File: src/rtl/bcd_updown_counter_n.sv
// bcd_updown_counter_n: multi-digit radix-MOD up/down counter with validated load, saturate/wrap, compare match and cascade carry
module bcd_updown_counter_n #(
    parameter int DIGITS   = 4,
    parameter int MOD      = 10,
    parameter int SATURATE = 0
) (
    input  logic                  clkin,
    input  logic                  clr,
    input  logic                  load,
    input  logic                  en,
    input  logic                  upd,
    input  logic [4*DIGITS-1:0]   data,
    input  logic [4*DIGITS-1:0]   cmp,
    output logic [4*DIGITS-1:0]   Q,
    output logic                  CO,
    output logic                  match,
    output logic                  err
);
    localparam int         W    = 4 * DIGITS;
    localparam logic [3:0] MAXD = 4'(MOD - 1);
    localparam logic [4:0] MODV = 5'(MOD);

    logic [W-1:0] q_q, q_d, cnt;
    logic         match_q, match_d, err_q, err_d;
    logic         all_max, all_zero, ok, term;
    logic [3:0]   dig;

    // per-digit ripple: each digit steps only when every lower digit sits at its rollover value
    always_comb begin
        cnt      = q_q;
        all_max  = 1'b1;
        all_zero = 1'b1;
        ok       = 1'b1;
        dig      = 4'd0;
        for (int i = 0; i < DIGITS; i++) begin
            dig = q_q[4*i +: 4];
            cnt[4*i +: 4] = upd ? (all_max ? (dig == MAXD ? 4'd0 : dig + 4'd1) : dig)
                                : (all_zero ? (dig == 4'd0 ? MAXD : dig - 4'd1) : dig);
            all_max  = all_max & (dig == MAXD);
            all_zero = all_zero & (dig == 4'd0);
            ok       = ok & ({1'b0, data[4*i +: 4]} < MODV);
        end
    end

    // next state: load beats count; an invalid load keeps Q and raises err for one edge
    always_comb begin
        term    = upd ? all_max : all_zero;
        q_d     = q_q;
        err_d   = 1'b0;
        match_d = (q_q == cmp);
        if (!load) begin
            q_d   = ok ? data : q_q;
            err_d = !ok;
        end else if (en && !(SATURATE != 0 && term)) begin
            q_d = cnt;
        end
    end

    // state registers, cleared asynchronously by clr
    always_ff @(posedge clkin or negedge clr) begin
        if (!clr) begin
            q_q     <= '0;
            match_q <= 1'b0;
            err_q   <= 1'b0;
        end else begin
            q_q     <= q_d;
            match_q <= match_d;
            err_q   <= err_d;
        end
    end

    assign Q     = q_q;
    assign match = match_q;
    assign err   = err_q;
    assign CO    = clr & load & en & (upd ? all_max : all_zero);
endmodule

File: config.mk
export PLATFORM = sky130hd
export DESIGN_NAME = bcd_updown_counter_n
export DESIGN_NICKNAME = d
export VERILOG_FILES = /design/src/rtl/bcd_updown_counter_n.sv
export SDC_FILE = /design/constraint.sdc
export NUM_CORES = 1
export LEC_CHECK = 0
export ABC_AREA = 1
export BUFFER_PORTS_ARGS = -buffer_cell sky130_fd_sc_hd__buf_2
export CAP_MARGIN = 10
export CORE_MARGIN = 8
export CORE_UTILIZATION = 52
export CTS_BUF_LIST = sky130_fd_sc_hd__clkbuf_16
export DETAILED_ROUTE_END_ITERATION = 10
export HOLD_SLACK_MARGIN = 0.02
export PLACE_DENSITY = 0.81
export SETUP_SLACK_MARGIN = 0.4
export SLEW_MARGIN = 25
export SYNTH_ARGS = -nofsm -noshare
export SYNTH_HDL_FRONTEND = slang
export SYNTH_SLANG_ARGS = --single-unit
export TNS_END_PERCENT = 1
File: constraint.sdc
create_clock -name clkin -period 1.8 [get_ports clkin]
set_clock_uncertainty 0.1 [all_clocks]
set_input_delay 0.18 -clock clkin [delete_from_list [all_inputs] [get_ports clkin]]
set_output_delay 0.18 -clock clkin [all_outputs]
set_load 0.02 [all_outputs]
==> out/qor.csv <==
metric,value,unit
synth.avg_cell_area,6.02,um^2
powerDensity,1140,nW/um^2
power,3.06,mW
cts_num_sinks,18,
cp_slowest_stage_delay,450,ps
muxShareOfSynthArea,0,
grt_setup_unrepaired,true,
r2r_slack,140,ps
critical_path_class,register to output port,
drt_iter0_markers,268,
period_share,1.01,
cp_num_buf_inv,2,
worst_slack,-18.3,ps
cap_violations,0,
start_kind,register,
worstReg2RegStart,Q[9],
irDropWorstVdd,0.000599,V
overflow,0,
wl_per_cell,15.2,um
cp.depth,8,
ant_nets,0,
clkTransAtPathRegs,60,ps
synth_top_family_by_area,simple AND/OR/NAND/NOR gates,
synthAdderAreaFrac,0,
cts_tree,yes,
finalHoldWorstSlack,140,ps
diodes,0,
ys_seq_area_frac,0.245,
vias,2327,
cp_cell_sequence,nor2_4 -> nand3_2 -> inv_2 -> nand2_2 -> nand2_1 -> nand4_1 -> a21oi_2 -> buf_6,
max_freq,0.550,GHz
die-area,5690,um^2
reg2reg_depth,10,
htreeDepth,1,
wirelength,6600,um
synthCells,305,
crit_arrival,1540,ps
hold_violations,0,
fp.dieW,75.4,um
port_buffers,55,
syn-num-nets,342,
gp_congestion,1.00,
clk_path_buf_depth,2,
grt_util_all_layers,0.219,
max-slew-margin-rel,0.763,
violations,setup timing,
drt_pass1_iterations,5,
yosysWarnings,0,
start_util,0.546,
p_leak,1.47,nW
viasPerCell,5.36,
place_hpwl,4190,um
synth.distinct_cells,26,
fin_util,0.800,
async_reset_ff_frac,1.00,
rows,21,
cp_slowest_cell,dfrtp_2,
synth_edf_count,0,
drc_errors,0,
tns,-18.3,ps
grt_pass1_vias,2172,
syn_to_final_growth,46.6,%
endpoint_kind,output port,
worstMarginPinSlew,351,ps
path_max_fanout,5,
core,3360,um^2
grt_pass1_wl,9850,um
finalSetupViolations,1,
io_pins,56,
cts_root_buf,clkbuf_16,
maxSlewViolCount,0,
critical_path.endpoint,CO,
synthXorXnorAreaFrac,0.0763,
synth-compound-area-share,0.0832,
synth_seq_cells,18,
hp-class,input port to register,
crit_family,simple AND/OR/NAND/NOR gates,
nFillCells,251,
r2r_end,Q[12],
chipHeight,75.4,um
grt_max_degree,19,
drive_above_1_share,0.436,
synthSimpleGateAreaFrac,0.502,
critPathLaunch,Q[9],
antenna_found_initial,0,
status,"finished, violations left",
clkLatencyLatePin,260,ps
nets,426,
cts_buffers,3,
critPathRequiredTime,1520,ps
netlist_area,1840,um^2
synth_flop_cell,dfrtp_1,
fin_crit,1820,ps
kinds of logic after synthesis:
logic type                after synthesis
xor gates and xnor gates               16
DFF                                    18
buffers and inverters                  41
AOI/OAI and AO/OA                      27
and+or+nand+nor                       203
worst min-delay path, cell delays in order:
cell and delay (ps):
buf_2 70, nand2_1 40, o21ai_0 60, nand2_1 50
nand2_1 50
report_power, final:
part,switching [mW],internal (mW)
logic,1.11,0.767
clock network,0.173,0.296
registers,0.181,0.533
total,1.46,1.60
worst min-delay path by stage:
stage / depth (start not counted) / end / slack (ps) / from
finish: 5 / Q[4] / 140 / data[4]
global placement: 2 / Q[10] / 100 / clr
global route: 5 / Q[4] / 160 / data[4]
floorplan: 0 / Q[0] / -220 / clr
CTS: 5 / Q[4] / 130 / data[4]
detailed placement: 2 / Q[10] / 110 / clr
per-layer routing:
metal  part of all wire  vias up  wire (um)  track usage
met1               0.40     1057       2650        0.274
met5                  0        -          0            0
met2               0.49      131       3250        0.378
li1                   -     1119          -            -
met4              0.030        0        200       0.0661
met3              0.075       20        493       0.0289
placed cells by master, fill, tap and decap left out, types with 3 or more instances in the layout:
cell type and count:
dfrtp_1 7, nand3_2 5, or2_2 4, buf_6 6, inv_1 23, nand3_1 22, nand4_1 4, o21ai_0 11
o211ai_1 4, o21ai_1 4, nand2_2 14, inv_2 6, nor2_1 20, dfrtp_2 11, nor2_2 7, a21oi_1 5
inv_4 3, nor2_4 11, buf_2 54, clkbuf_16 3, xnor2_1 6, nand2_1 103, xor2_1 8, buf_4 27
nand2_4 7
timing repair:
action | 4_1_cts | 5_1_grt
buffers inserted | 20 | 5
hold endpoints to repair | 18 | 0
pin swaps | 8 | 39
endpoints found under the setup margin | 15 | 18
gates resized for setup | 6 | 53
hold buffers | 1 | 0
flip-flops by register name, indices dropped and copies added, names as in the netlist:
register / cells
match: 1
Q: 16
err: 1
cells in the mapped netlist, types with 2 or more instances:
library cell | number | area, um^2
a21oi_1 | 6 | 30.0
nand2_1 | 114 | 428
nor2_2 | 4 | 25.0
o21ai_2 | 2 | 17.5
o21ai_0 | 12 | 60.1
buf_2 | 5 | 25.0
o21ai_1 | 3 | 15.0
nand4_1 | 4 | 25.0
nor3_1 | 4 | 20.0
nand2_2 | 9 | 56.3
nor2_4 | 5 | 56.3
clkbuf_1 | 2 | 7.51
inv_2 | 4 | 15.0
xor2_1 | 8 | 70.1
nand2_4 | 2 | 22.5
nand3_1 | 27 | 135
or2_2 | 4 | 25.0
o211ai_1 | 4 | 30.0
xnor2_1 | 8 | 70.1
inv_1 | 27 | 101
dfrtp_1 | 18 | 450
nor2_1 | 29 | 109
final cells by class:
type | instances | area, um^2 | share of cell area
clock inverter | 1 | 3.75 | 0.00140
tap | 46 | 57.6 | 0.0214
timing repair buffer | 88 | 551 | 0.205
sequential | 18 | 464 | 0.173
multi-input combinational | 246 | 1410 | 0.523
inverter | 32 | 133 | 0.0493
clock buffer | 3 | 75.1 | 0.0279
per-stage QoR:
| stage | worst slack, ps | cell area, um^2 | instances |
|---|---|---|---|
| 6_report | -18.3 | 2690 | 434 |
| 5_1_grt | -121 | 2690 | 434 |
| 2_1_floorplan | 216 | 1900 | 305 |
| 4_1_cts | 9.47 | 2460 | 429 |
| 3_3_place_gp | 180 | 2210 | 404 |
| 3_5_place_dp | 144 | 2210 | 404 |
No activity file was read; power rests on OpenSTA's default activity.
